File: config.mk
export PLATFORM = sky130hd
export DESIGN_NAME = sdram_port_arbiter_flat
export DESIGN_NICKNAME = d
export VERILOG_FILES = /design/src/rtl/sdram_port_arbiter_if.sv /design/src/rtl/sdram_port_arbiter.sv /design/src/flat_wrapper.sv
export SDC_FILE = /design/constraint.sdc
export NUM_CORES = 1
export LEC_CHECK = 0
export BUFFER_PORTS_ARGS = -buffer_cell sky130_fd_sc_hd__buf_2
export CAP_MARGIN = 20
export CORE_AREA = 2 2 176 178
export CTS_CLUSTER_DIAMETER = 80
export DETAILED_ROUTE_END_ITERATION = 10
export DIE_AREA = 0 0 178 180
export PLACE_DENSITY = 0.64
export SLEW_MARGIN = 20
export SYNTH_ARGS = -nofsm -noshare
export SYNTH_HDL_FRONTEND = slang
export SYNTH_SLANG_ARGS = --single-unit
File: constraint.sdc
create_clock -name clock -period 10.5 [get_ports clock]
set_input_delay 3.15 -clock clock [delete_from_list [all_inputs] [get_ports clock]]
set_output_delay 3.15 -clock clock [all_outputs]
set_load 0.1 [all_outputs]
File: src/rtl/sdram_port_arbiter_if.sv
// Bundle of both master ports and the shared SDRAM Avalon-MM port.
// slave = arbiter view, master = environment view (masters + SDRAM controller).
interface sdram_port_arbiter_if;
   logic [28:0] m0_address;
   logic [7:0]  m0_burstcount;
   logic        m0_read;
   logic        m0_waitrequest;
   logic [63:0] m0_readdata;
   logic        m0_readdatavalid;

   logic [28:0] m1_address;
   logic [7:0]  m1_burstcount;
   logic        m1_read;
   logic        m1_write;
   logic [63:0] m1_writedata;
   logic [7:0]  m1_byteenable;
   logic        m1_waitrequest;
   logic [63:0] m1_readdata;
   logic        m1_readdatavalid;

   logic [28:0] address;
   logic [7:0]  burstcount;
   logic        read;
   logic        write;
   logic [63:0] writedata;
   logic [7:0]  byteenable;
   logic        waitrequest;
   logic [63:0] readdata;
   logic        readdatavalid;

   modport slave (
      input  m0_address, m0_burstcount, m0_read,
      output m0_waitrequest, m0_readdata, m0_readdatavalid,
      input  m1_address, m1_burstcount, m1_read, m1_write, m1_writedata, m1_byteenable,
      output m1_waitrequest, m1_readdata, m1_readdatavalid,
      output address, burstcount, read, write, writedata, byteenable,
      input  waitrequest, readdata, readdatavalid
   );

   modport master (
      output m0_address, m0_burstcount, m0_read,
      input  m0_waitrequest, m0_readdata, m0_readdatavalid,
      output m1_address, m1_burstcount, m1_read, m1_write, m1_writedata, m1_byteenable,
      input  m1_waitrequest, m1_readdata, m1_readdatavalid,
      input  address, burstcount, read, write, writedata, byteenable,
      output waitrequest, readdata, readdatavalid
   );
endinterface

File: src/rtl/sdram_port_arbiter.sv
// Two-master arbiter for one 64-bit Avalon-MM SDRAM port: m0 high priority,
// m1 starvation-protected, in-order read return steered by a tag FIFO.
module sdram_port_arbiter #(
   parameter int unsigned MAX_PENDING  = 16,
   parameter int unsigned STARVE_LIMIT = 32
) (
   input logic             clock,
   input logic             reset_n,
   sdram_port_arbiter_if.slave bus
);
   localparam int unsigned PW = $clog2(MAX_PENDING);
   localparam int unsigned SW = $clog2(STARVE_LIMIT + 1);
   localparam logic [PW:0]   PEND_FULL  = (PW+1)'(MAX_PENDING);
   localparam logic [SW-1:0] STARVE_MAX = SW'(STARVE_LIMIT);

   typedef enum logic {OWN_M0 = 1'b0, OWN_M1 = 1'b1} owner_e;
   typedef struct packed {
      owner_e     owner;
      logic [7:0] bc;
   } tag_t;

   logic          locked_q, locked_d;
   owner_e        owner_q, owner_d;
   logic [SW-1:0] starve_q, starve_d;
   logic [PW-1:0] wr_ptr_q, wr_ptr_d, rd_ptr_q, rd_ptr_d;
   logic [PW:0]   cnt_q, cnt_d;
   logic [7:0]    word_cnt_q, word_cnt_d;
   logic [7:0]    wr_beats_q, wr_beats_d;
   tag_t          fifo_q [MAX_PENDING];
   tag_t          fifo_d [MAX_PENDING];

   owner_e sel;
   logic   req0, req1, rd_ok, own_rd, own_wr, stall;
   logic   sl_read, sl_write, accept, push, pop, rdv_ok;
   tag_t   head;

   always_comb begin
      req0  = bus.m0_read;
      req1  = bus.m1_read | bus.m1_write;
      rd_ok = (cnt_q != PEND_FULL);

      if (locked_q)
         sel = owner_q;
      else if (req1 && (!req0 || starve_q == STARVE_MAX))
         sel = OWN_M1;
      else
         sel = OWN_M0;

      own_rd   = (sel == OWN_M1) ? bus.m1_read : bus.m0_read;
      own_wr   = (sel == OWN_M1) & bus.m1_write;
      stall    = bus.waitrequest | (own_rd & ~rd_ok);
      sl_read  = reset_n & own_rd & rd_ok;
      sl_write = reset_n & own_wr;

      bus.read       = sl_read;
      bus.write      = sl_write;
      bus.address    = (sel == OWN_M1) ? bus.m1_address    : bus.m0_address;
      bus.burstcount = (sel == OWN_M1) ? bus.m1_burstcount : bus.m0_burstcount;
      bus.writedata  = (sel == OWN_M1) ? bus.m1_writedata  : '0;
      bus.byteenable = (sel == OWN_M1) ? bus.m1_byteenable : '1;

      bus.m0_waitrequest = ~reset_n | (sel != OWN_M0) | stall;
      bus.m1_waitrequest = ~reset_n | (sel != OWN_M1) | stall;

      accept = (sl_read | sl_write) & ~bus.waitrequest;
      push   = sl_read & ~bus.waitrequest;

      // Words arriving with no tag outstanding are dropped without touching state.
      head   = fifo_q[rd_ptr_q];
      rdv_ok = reset_n & bus.readdatavalid & (cnt_q != '0);
      pop    = rdv_ok & (word_cnt_q == head.bc - 8'd1);

      bus.m0_readdata      = bus.readdata;
      bus.m1_readdata      = bus.readdata;
      bus.m0_readdatavalid = rdv_ok & (head.owner == OWN_M0);
      bus.m1_readdatavalid = rdv_ok & (head.owner == OWN_M1);

      fifo_d     = fifo_q;
      wr_ptr_d   = wr_ptr_q;
      rd_ptr_d   = rd_ptr_q;
      word_cnt_d = word_cnt_q;
      if (push) begin
         fifo_d[wr_ptr_q].owner = sel;
         fifo_d[wr_ptr_q].bc    = bus.burstcount;
         wr_ptr_d               = wr_ptr_q + 1'b1;
      end
      if (rdv_ok) begin
         word_cnt_d = pop ? '0 : word_cnt_q + 8'd1;
         if (pop)
            rd_ptr_d = rd_ptr_q + 1'b1;
      end

      case ({push, pop})
         2'b10:   cnt_d = cnt_q + 1'b1;
         2'b01:   cnt_d = cnt_q - 1'b1;
         default: cnt_d = cnt_q;
      endcase

      // Remaining beats of an m1 write burst; nonzero pins ownership to m1.
      wr_beats_d = wr_beats_q;
      if (sl_write && !bus.waitrequest)
         wr_beats_d = (wr_beats_q == '0) ? bus.burstcount - 8'd1 : wr_beats_q - 8'd1;

      locked_d = ((sl_read | sl_write) & bus.waitrequest) | (wr_beats_d != '0);
      owner_d  = sel;

      starve_d = starve_q;
      if (!req1 || (accept && sel == OWN_M1))
         starve_d = '0;
      else if (accept && sel == OWN_M0 && starve_q != STARVE_MAX)
         starve_d = starve_q + 1'b1;
   end

   always_ff @(posedge clock or negedge reset_n) begin
      if (!reset_n) begin
         locked_q   <= 1'b0;
         owner_q    <= OWN_M0;
         starve_q   <= '0;
         wr_ptr_q   <= '0;
         rd_ptr_q   <= '0;
         cnt_q      <= '0;
         word_cnt_q <= '0;
         wr_beats_q <= '0;
         for (int unsigned i = 0; i < MAX_PENDING; i++)
            fifo_q[i] <= '0;
      end else begin
         locked_q   <= locked_d;
         owner_q    <= owner_d;
         starve_q   <= starve_d;
         wr_ptr_q   <= wr_ptr_d;
         rd_ptr_q   <= rd_ptr_d;
         cnt_q      <= cnt_d;
         word_cnt_q <= word_cnt_d;
         wr_beats_q <= wr_beats_d;
         fifo_q     <= fifo_d;
      end
   end
endmodule

File: src/flat_wrapper.sv
// flat-port wrapper written by rule: the top's interface ports become plain ports
module sdram_port_arbiter_flat 
#(
   parameter int unsigned MAX_PENDING  = 16,
   parameter int unsigned STARVE_LIMIT = 32
)
  (clock, reset_n, bus_m0_address, bus_m0_burstcount, bus_m0_read, bus_m0_waitrequest, bus_m0_readdata, bus_m0_readdatavalid, bus_m1_address, bus_m1_burstcount, bus_m1_read, bus_m1_write, bus_m1_writedata, bus_m1_byteenable, bus_m1_waitrequest, bus_m1_readdata, bus_m1_readdatavalid, bus_address, bus_burstcount, bus_read, bus_write, bus_writedata, bus_byteenable, bus_waitrequest, bus_readdata, bus_readdatavalid);
  sdram_port_arbiter_if bus_i ();
  input logic clock;
  input logic reset_n;
  input wire logic [$bits(bus_i.m0_address)-1:0] bus_m0_address;
  input wire logic [$bits(bus_i.m0_burstcount)-1:0] bus_m0_burstcount;
  input wire logic [$bits(bus_i.m0_read)-1:0] bus_m0_read;
  output wire logic [$bits(bus_i.m0_waitrequest)-1:0] bus_m0_waitrequest;
  output wire logic [$bits(bus_i.m0_readdata)-1:0] bus_m0_readdata;
  output wire logic [$bits(bus_i.m0_readdatavalid)-1:0] bus_m0_readdatavalid;
  input wire logic [$bits(bus_i.m1_address)-1:0] bus_m1_address;
  input wire logic [$bits(bus_i.m1_burstcount)-1:0] bus_m1_burstcount;
  input wire logic [$bits(bus_i.m1_read)-1:0] bus_m1_read;
  input wire logic [$bits(bus_i.m1_write)-1:0] bus_m1_write;
  input wire logic [$bits(bus_i.m1_writedata)-1:0] bus_m1_writedata;
  input wire logic [$bits(bus_i.m1_byteenable)-1:0] bus_m1_byteenable;
  output wire logic [$bits(bus_i.m1_waitrequest)-1:0] bus_m1_waitrequest;
  output wire logic [$bits(bus_i.m1_readdata)-1:0] bus_m1_readdata;
  output wire logic [$bits(bus_i.m1_readdatavalid)-1:0] bus_m1_readdatavalid;
  output wire logic [$bits(bus_i.address)-1:0] bus_address;
  output wire logic [$bits(bus_i.burstcount)-1:0] bus_burstcount;
  output wire logic [$bits(bus_i.read)-1:0] bus_read;
  output wire logic [$bits(bus_i.write)-1:0] bus_write;
  output wire logic [$bits(bus_i.writedata)-1:0] bus_writedata;
  output wire logic [$bits(bus_i.byteenable)-1:0] bus_byteenable;
  input wire logic [$bits(bus_i.waitrequest)-1:0] bus_waitrequest;
  input wire logic [$bits(bus_i.readdata)-1:0] bus_readdata;
  input wire logic [$bits(bus_i.readdatavalid)-1:0] bus_readdatavalid;
  assign bus_i.m0_address = bus_m0_address;
  assign bus_i.m0_burstcount = bus_m0_burstcount;
  assign bus_i.m0_read = bus_m0_read;
  assign bus_m0_waitrequest = bus_i.m0_waitrequest;
  assign bus_m0_readdata = bus_i.m0_readdata;
  assign bus_m0_readdatavalid = bus_i.m0_readdatavalid;
  assign bus_i.m1_address = bus_m1_address;
  assign bus_i.m1_burstcount = bus_m1_burstcount;
  assign bus_i.m1_read = bus_m1_read;
  assign bus_i.m1_write = bus_m1_write;
  assign bus_i.m1_writedata = bus_m1_writedata;
  assign bus_i.m1_byteenable = bus_m1_byteenable;
  assign bus_m1_waitrequest = bus_i.m1_waitrequest;
  assign bus_m1_readdata = bus_i.m1_readdata;
  assign bus_m1_readdatavalid = bus_i.m1_readdatavalid;
  assign bus_address = bus_i.address;
  assign bus_burstcount = bus_i.burstcount;
  assign bus_read = bus_i.read;
  assign bus_write = bus_i.write;
  assign bus_writedata = bus_i.writedata;
  assign bus_byteenable = bus_i.byteenable;
  assign bus_i.waitrequest = bus_waitrequest;
  assign bus_i.readdata = bus_readdata;
  assign bus_i.readdatavalid = bus_readdatavalid;
  sdram_port_arbiter #(.MAX_PENDING(MAX_PENDING), .STARVE_LIMIT(STARVE_LIMIT)) u_core (.clock(clock), .reset_n(reset_n), .bus(bus_i));
endmodule
==> impl_metrics.ini, run 1 <==
[clock_network]
cts-resized-gates = 0
cts_tree = done
htree_levels = 4
cts_setup_buffers = 0
cts.reportedPaths.clkPinSlew_ps = 60
hold_buffers = 0
cts_root_buffer = clkbuf_16
clock_latency_ps = 430
cts_sinks = 181
cts_inserted_buffers = 17
clock_path_buffers = 2

[power]
pwr_density_cell_nw_per_um2 = 319
power_leakage_nw = 5.80
ir_drop_mv = 0.262

[min_path]
holdCritStartpoint = u_core.fifo_q[18]
min_path_type = flip-flop to flip-flop

[final_layout]
finalInstanceArea_um2 = 12000
final_layout_size_suffix_gt1_share_pct = 28.6
syn_to_final_growth_pct = 12.9
finalNonFillerCells = 1675
final_nets = 1496

[timing]
grt_setup_unrepaired = no
finalMaxSlewViolations = 0
slew_headroom_pct = 35.2
skew_ps = 8.11
worstMarginPinSlew_ps = 969
fin_crit_sh_pct = 84.7
period_minus_slack_ps = 8900
fmax_ghz = 0.112
hold_viol = 0
setup_viol = 0
tns_ps = 0

[detailed_routing]
drt-met1-wl_um = 13500
wl_met3_um = 3220
vias = 8422
detailroute.wirelength.met2_um = 16800
dr.max_layer_used = met4
drt_pre_antenna_iters = 6
routed_wl_um = 35000
drc = 0
drt_iter0_drc = 517
via_per_inst = 5.03
drtAntennaViolNets = 0
drt-wirelength-per-cell_um = 20.9

[worst_setup_path]
path_max_fanout = 61
cp-start-kind = primary input
crit_path_end_kind = output pin
r2r-start = u_core.rd_ptr_q[0]
crit_buf_inv = 3
crit_chain = buf_2 -> nor2_1 -> o31a_2 -> buf_4 -> mux2i_1 -> nor3b_1 -> buf_2
cp_top_family = buffers and inverters
cp.required_ps = 7350
cpMostUsedCell = buf_2
slowest_delay_ps = 650
path_class = primary input to output pin
cp_slowest_cell = nor3b_1
critPathLaunch = bus_m1_write
arrival_ps = 5750

[placement]
place_hpwl_um = 27100
placed_area_um2 = 11400
post-place-cells = 1641
place.gp.congestion = 1.05
port_buffers = 267

[die]
io_pins = 460
die_y_um = 180
die_area_um2 = 32000
rows = 64
core_um2 = 30200
initial_core_util_pct = 35.2
fp.dieW_um = 178

[global_route]
grt.total_usage_pct = 22.1
grt_antenna_before_repair = 14
grt_max_degree = 80
grt_overflow = 0
grt_pass1_wl_um = 52300
grt_pass1_vias = 8153

[synthesis]
synth_edf_count = 0
synthTopCellsByArea = dfrtp_1 (43%), buf_4 (9.3%), nand2_1 (9.2%), mux4_2 (8.1%), o21ai_0 (7.5%)
yosys.area.top_type = dfrtp_1
ys_types = 52
synth_fp_nets = 1386
synth-seq-cells = 181
synthArstFlopShare_pct = 100
synthTopCellsByCount = nand2_1 (259), dfrtp_1 (181), o21ai_0 (160), buf_4 (131), and2_1 (69)
syn_avg_cell_area_um2 = 9.20
ys_seq_area_share_pct = 42.7
netlist_area_um2 = 10600
yosysMostFrequentCell = nand2_1
yosysWarnings = 0
synth_top_area_share_pct = 42.7
synth_flop_cell = dfrtp_1
syn-instance-count = 1154

[outcome]
status = finished, final reports clean

[flow_run]
drv_cap = 0
## report_power, final
| group | switching, W | total, W | internal [W] |
|---|---|---|---|
| logic | 0.00156 | 0.00205 | 0.000493 |
| registers | 0.000159 | 0.00111 | 0.000946 |
| clock network | 0.000267 | 0.000664 | 0.000397 |
## worst min-delay path: stages (launching register included)
cell	delay [ps]
dfrtp_1	340
nand2_1	40
o21ai_0	60
## cell type report
class	count	area [um2]
fill	3012	18200
multi-input combinational	762	4800
sequential	181	4530
timing repair buffer	284	1470
tap	396	495
clock buffer	22	484
clock inverter	9	125
inverter	18	68.8
antenna	3	7.51
## final timing paths
kind                                      to  slack, ps  cells past startpoint
setup / recovery                    bus_read       1600                      7
hold / removal             u_core.fifo_q[18]        480                      2
setup reg to reg             u_core.cnt_q[4]       4810                     18
hold reg to reg            u_core.fifo_q[18]        480                      2
max in group asynchronous  u_core.fifo_q[79]       6810                      2
min in group asynchronous  u_core.fifo_q[66]       2620                      1
## metrics by stage
| step | hold WS (ps) | utilization [%] | total power (W) | setup WS, ps |
|---|---|---|---|---|
| 5_1_grt | 491 | 39.7 | 0.00403 | 1530 |
| 6_report | 476 | 39.7 | 0.00382 | 1600 |
| 3_3_place_gp | 457 | 37.7 | 0.00313 | 1640 |
| 2_1_floorplan | 445 | - | 0.00299 | 1200 |
| 4_1_cts | 479 | 39.7 | 0.00383 | 1630 |
| 3_5_place_dp | 465 | 37.7 | 0.00317 | 1630 |
## kinds of logic after synthesis
kind of cell    synth area share [%]
compound gates                  10.4
xor+xnor                        2.39
mux                             10.6
buf+inv                         12.2
simple gates                    19.9
fa+ha+maj                       1.84
flops                           42.7
## sequential cells by signal, summed over array words and instances, names as in the netlist
signal and cells:
u_core.word_cnt_q 8, u_core.rd_ptr_q 4, u_core.wr_beats_q 8, u_core.starve_q 6, u_core.cnt_q 5, u_core.owner_q 1, u_core.locked_q 1, u_core.fifo_q 144
u_core.wr_ptr_q 4
## per-layer routing
layer  vias up  track usage [%]
li1       3984                -
met1      4030             26.9
met2       340             35.1
met3        68             7.59
met4         0             10.3
met5         -                0
## placed cells by master, fill, tap and decap left out, types with 3 or more instances in the layout
master     netlist  routed
a21o_1           5       5
a21oi_1         11      11
a22o_1           4       4
and2_1          69      69
and3_1           7       7
buf_2            1     266
buf_4          131      17
bufinv_16        0       3
clkbuf_16        0      17
clkbuf_8         0       4
clkinv_2         0       5
dfrtp_1        181     180
diode_2          0       3
ha_1            14      14
inv_1           18      17
mux2_2           4       4
mux2i_1         21      19
mux4_2          38      38
nand2_1        259     259
nand2b_1         9       9
nand3_1         35      35
nand4_1          7       7
nor2_1          27      27
nor2b_1          7       7
nor3_1          11      10
nor4_1           5       5
o21ai_0        160     160
or3_1            7       7
or4_1            3       3
xnor2_1         18      18
xor2_1          11      11
No activity file was read; power rests on OpenSTA's default activity.
==> run 2, diff against run 1 <==
- ABC_AREA: not set -> 1
- CORE_AREA: 2 2 176 178 -> 2 2 177 179
- DIE_AREA: 0 0 178 180 -> 0 0 179 181
- PLACE_DENSITY: 0.64 -> 0.69
- clock period: 10.5 -> 7.9 ns (I/O delays scaled with it)
==> run 2 against run 1 <==
Against the previous run:
- first-iteration DRC count increased by 69%
- synthesized cell count increased by 41%
- critical path depth increased by 2
- combinational power decreased by 68%
- clock power increased by 19%
- power decreased by 35%
- worst hold slack improved by 5.7 ps
- clock skew increased by 2.8 ps
- final cell count increased by 28%
- final area increased by 9.1%
- largest power group is now registers
- highest routed layer is now met5
==> impl_metrics.ini, run 2 <==
[placement]
port_buffers = 267
dpl_worst_slack_ps = 1150
post-place-cells = 2106
place.gp.congestion = 0.890
place_hpwl_um = 25100

[timing]
slew_headroom_pct = 38.7
hold_viol = 0
fin_crit_sh_pct = 85.8
finalMaxSlewViolations = 0
tns_ps = 0
skew_ps = 10.9
worstMarginPinSlew_ps = 917
grt_setup_unrepaired = no
setup_viol = 0
fmax_ghz = 0.148
setup_slack_ps = 1130
period_minus_slack_ps = 6770

[synthesis]
synth_top_family_by_area = simple AND/OR/NAND/NOR gates
synth_flop_cell = dfrtp_1
synth-simple-area-share_pct = 29.7
yosysWarnings = 0
synth_top_area_share_pct = 40.0
synthTopCellsByArea = dfrtp_1 (40%), nand2_1 (17%), buf_4 (8.6%), o21ai_0 (7.0%), nor2_1 (5.6%)
syn-instance-count = 1624
synth_edf_count = 0
ys_types = 40
synth-seq-cells = 181
yosys.area_share.adder_pct = 1.72
yosys.area.top_type = dfrtp_1
netlist_area_um2 = 11300
ys_seq_area_share_pct = 40.0
synth.area.mux_share_pct = 0.497
yosysMostFrequentCell = nand2_1
synthArstFlopShare_pct = 100
syn_avg_cell_area_um2 = 6.97
synthTopCellsByCount = nand2_1 (509), dfrtp_1 (181), nor2_1 (170), inv_1 (168), o21ai_0 (159)
synth_fp_nets = 1856
synth_compound_area_share_pct = 9.84
synthXorXnorAreaFrac_pct = 0.928

[clock_network]
clock_path_buffers = 2
cts_sinks = 181
htree_levels = 4
cts-resized-gates = 0
hold_buffers = 0
cts.reportedPaths.clkPinSlew_ps = 70
cts_inserted_buffers = 17
cts_tree = done
cts_setup_buffers = 0
clock_latency_ps = 430
cts_root_buffer = clkbuf_16

[power]
power_leakage_nw = 7.01
ir_drop_mv = 0.164
power.total_w = 0.00247
pwr_density_cell_nw_per_um2 = 189

[worst_setup_path]
r2r_cells = 27
r2r_end = u_core.cnt_q[4]
crit_path_end_kind = output pin
rrSetupSlack_ps = 2640
arrival_ps = 4400
cp.required_ps = 5530
cp-start-kind = primary input
path_max_fanout = 45
path_class = primary input to output pin
r2r-start = u_core.rd_ptr_q[0]

[die]
die_area_um2 = 32400
die_y_um = 181
rows = 64
io_pins = 460
initial_core_util_pct = 37.3
fp.dieW_um = 179
core_um2 = 30300

[detailed_routing]
via_per_inst = 4.89
drt-wirelength-per-cell_um = 16.0
routed_wl_um = 34300
drt_iter0_drc = 872
drt_pre_antenna_iters = 7
drc = 0
vias = 10500
drtAntennaViolNets = 0

[final_layout]
top_register = u_core.fifo_q
syn_to_final_growth_pct = 15.5
final_common_cell = nand2_1
final_cell_mix = nand2_1 (509), buf_2 (232), dfrtp_1 (180)
final_nets = 1961
finalNonFillerCells = 2139
final_layout_size_suffix_gt1_share_pct = 20.7
post-route-util_pct = 43.1
largestRegisters = u_core.fifo_q: 144 flops, u_core.word_cnt_q: 8 flops, u_core.wr_beats_q: 8 flops
largest_reg_flops = 144

[global_route]
grt_antenna_before_repair = 3
grt.total_usage_pct = 21.5
grt_pass1_wl_um = 54200
grt_overflow = 0
grt_pass1_vias = 9964
grt_max_degree = 54

[flow_run]
drv_cap = 0

[min_path]
min_to = u_core.fifo_q[88]
holdPathStages = 2
min_path_type = flip-flop to flip-flop
holdCritStartpoint = u_core.fifo_q[88]

[outcome]
status = finished, final reports clean
[run 2: cell types whose count changed after synthesis, moves of 11 or more]
cell and delta:
nand2_1 +250, nand3_1 +50, clkbuf_1 -19, inv_1 +150
and2_1 -69, mux2i_1 -21, xnor2_1 -17, buf_2 +25
a21oi_1 +25, nor2_1 +143, inv_2 +11, mux4_2 -38
[run 2: final cells by class]
type | instances | area, um2
clock buffer | 22 | 444
tap | 396 | 495
timing repair buffer | 283 | 2000
multi-input combinational | 1065 | 4840
sequential | 181 | 4530
antenna | 1 | 2.50
inverter | 181 | 681
clock inverter | 10 | 83.8
fill | 3049 | 17300
[run 2: worst max-delay path by stage]
stage	from	to	cells past startpoint
3_5_place_dp	bus_m1_read	bus_burstcount[4]	9
5_1_grt	bus_m1_write	bus_burstcount[4]	9
3_3_place_gp	bus_m1_read	bus_burstcount[4]	9
4_1_cts	bus_m1_read	bus_burstcount[4]	9
6_report	bus_m1_read	bus_burstcount[4]	9
2_1_floorplan	bus_m1_read	bus_writedata[20]	8
[run 2: where the power goes]
| group | switching, W | internal [W] |
|---|---|---|
| logic | 0.000485 | 0.000181 |
| clock network | 0.000362 | 0.000431 |
| registers | 0.0000356 | 0.000975 |
[run 2: cell families (layout without fill, tap and decap cells)]
group | after synthesis | after routing
fa+ha+maj | 15 | 15
buf+inv | 378 | 496
compound gates | 214 | 214
xor+xnor | 12 | 12
simple gates | 819 | 819
flops | 181 | 181
other cells | 0 | 1
mux | 5 | 5
[run 2: per-layer routing]
layer / track usage (%) / routed length [um] / vias up
met5: 0 / 13 / -
met4: 5.95 / 846 / 2
met3: 7.20 / 3440 / 55
met2: 32.6 / 15200 / 469
met1: 29.1 / 14800 / 4834
li1: - / - / 5108
[run 2: critical path, stage by stage]
cell	delay (ps)
buf_2	100
or2_1	250
nand3_2	160
nand2_2	80
buf_4	280
nand2_1	130
nand2_1	430
inv_1	150
buf_2	440
[run 2: through the flow]
stage	area, um2	hold WS, ps
4_1_cts	13100	484
2_1_floorplan	11300	448
5_1_grt	13100	501
6_report	13100	482
3_5_place_dp	12500	468
3_3_place_gp	12500	461
==> run 3, diff against run 2 <==
- CAP_MARGIN: 20 -> not set
- CTS_BUF_LIST: not set -> sky130_fd_sc_hd__clkbuf_4 sky130_fd_sc_hd__clkbuf_8 sky130_fd_sc_hd__clkbuf_16
==> run 3 against run 2 <==
Against the previous run:
- non-clock buffer count is the same
- sequential share of layout area about the same
- largest power group unchanged
- critical path type unchanged
- first-iteration DRC count is 7.7% lower
- maximum frequency increased by 0.19%
==> impl_metrics.ini, run 3 (synthesis results as in run 2) <==
[detailed_routing]
drt-wirelength-per-cell_um = 16.0
drtAntennaViolNets = 0
via_per_inst = 4.91
drt_pre_antenna_iters = 5
vias = 10500
drc = 0
drt_iter0_drc = 805
routed_wl_um = 34200

[timing]
fin_crit_sh_pct = 85.6
period_minus_slack_ps = 6760
slew_headroom_pct = 36.5
skew_ps = 10.4
grt_setup_unrepaired = no
worstMarginPinSlew_ps = 950
fmax_ghz = 0.148
finalMaxSlewViolations = 0
hold_viol = 0
tns_ps = 0
setup_viol = 0

[global_route]
grt_overflow = 0
grt_pass1_wl_um = 54200
grt_max_degree = 54
grt.total_usage_pct = 21.5
grt_pass1_vias = 9961
grt_antenna_before_repair = 3

[min_path]
min_path_type = flip-flop to flip-flop

[die]
io_pins = 460
die_y_um = 181
fp.dieW_um = 179
core_um2 = 30300
die_area_um2 = 32400
initial_core_util_pct = 37.3
rows = 64

[final_layout]
final_common_cell = nand2_1
final_cell_mix = nand2_1 (509), buf_2 (232), dfrtp_1 (180)
final_nets = 1961
finalInstanceArea_um2 = 13100
largestRegisters = u_core.fifo_q: 144 flops, u_core.word_cnt_q: 8 flops, u_core.wr_beats_q: 8 flops
largest_reg_flops = 144
top_register = u_core.fifo_q
syn_to_final_growth_pct = 15.6
n_fill_cell = 3044
final_layout_size_suffix_gt1_share_pct = 21.0

[power]
ir_drop_mv = 0.163
power_leakage_nw = 7.03
pwr_density_cell_nw_per_um2 = 190

[worst_setup_path]
crit_chain = buf_2 -> or2_1 -> nand3_2 -> nand2_2 -> buf_4 -> nand2_1 -> nand2_1 -> inv_1 -> buf_2
cp.required_ps = 5530
arrival_ps = 4390
cp-start-kind = primary input
cp_slowest_cell = buf_2
crit_buf_inv = 4
cp_top_family = simple AND/OR/NAND/NOR gates
slowest_delay_ps = 440
path_class = primary input to output pin
crit_path_end_kind = output pin
path_max_fanout = 45

[clock_network]
htree_levels = 4
cts_root_buffer = clkbuf_16
clock_path_buffers = 2
cts-resized-gates = 0
cts.reportedPaths.clkPinSlew_ps = 70
cts_inserted_buffers = 17
hold_buffers = 0
cts_tree = done
cts_setup_buffers = 0
clock_latency_ps = 430
cts_sinks = 181

[placement]
placed_area_um2 = 12500
port_buffers = 267
place.gp.congestion = 0.890
place_hpwl_um = 25100

[flow_run]
drv_cap = 0

[outcome]
status = finished, final reports clean
[run 3: area by class of cell]
type	count	area, um2	share of cell area (%)
Clock buffer	22	463	3.54
Sequential cell	181	4530	34.6
Tap cell	396	495	3.78
Timing Repair Buffer	283	2000	15.3
Clock inverter	10	83.8	0.640
Antenna cell	1	2.50	0.0191
Inverter	181	681	5.20
Multi-Input combinational cell	1065	4840	36.9
[run 3: power by group]
part	switching [W]	internal (W)
Clock	0.000358	0.000448
Combinational	0.000485	0.000181
Sequential	0.0000358	0.000975
[run 3: metrics by stage]
stage / util [%] / hold slack (ps) / worst slack, ps / power [W] / cells
CTS: 43.1 / 484 / 1150 / 0.00249 / 2138
detailed placement: 41.3 / 468 / 1150 / 0.00169 / 2106
global route: 43.1 / 501 / 980 / 0.00260 / 2139
global placement: 41.3 / 461 / 1160 / 0.00168 / 2106
floorplan: - / 448 / 857 / 0.00180 / 1624
finish: 43.1 / 482 / 1140 / 0.00248 / 2139
[run 3: tightest hold or removal path, delay by kind of cell (launching register included)]
| family | cells | cell delay, ps |
|---|---|---|
| DFF | 1 | 340 |
| AOI/OAI and AO/OA | 1 | 60 |
| and+or+nand+nor | 1 | 50 |
[run 3: layer usage]
metal / track usage (%) / up-vias / part of all wire (%)
met5: 0 / - / 0.038
met4: 5.95 / 2 / 2.3
met3: 7.15 / 53 / 9.5
met2: 32.6 / 464 / 44
met1: 29.1 / 4871 / 44
li1: - / 5111 / -
[run 3: worst paths after layout]
kind	from	to	slack (ps)	cells after the start
max	bus_m1_read	bus_burstcount[4]	1140	9
min	u_core.fifo_q[88]	u_core.fifo_q[88]	480	2
max reg2reg	u_core.rd_ptr_q[0]	u_core.cnt_q[4]	2620	27
min reg2reg	u_core.fifo_q[88]	u_core.fifo_q[88]	480	2
max in group asynchronous	reset_n	u_core.fifo_q[133]	4400	3
min in group asynchronous	reset_n	u_core.cnt_q[3]	1860	1
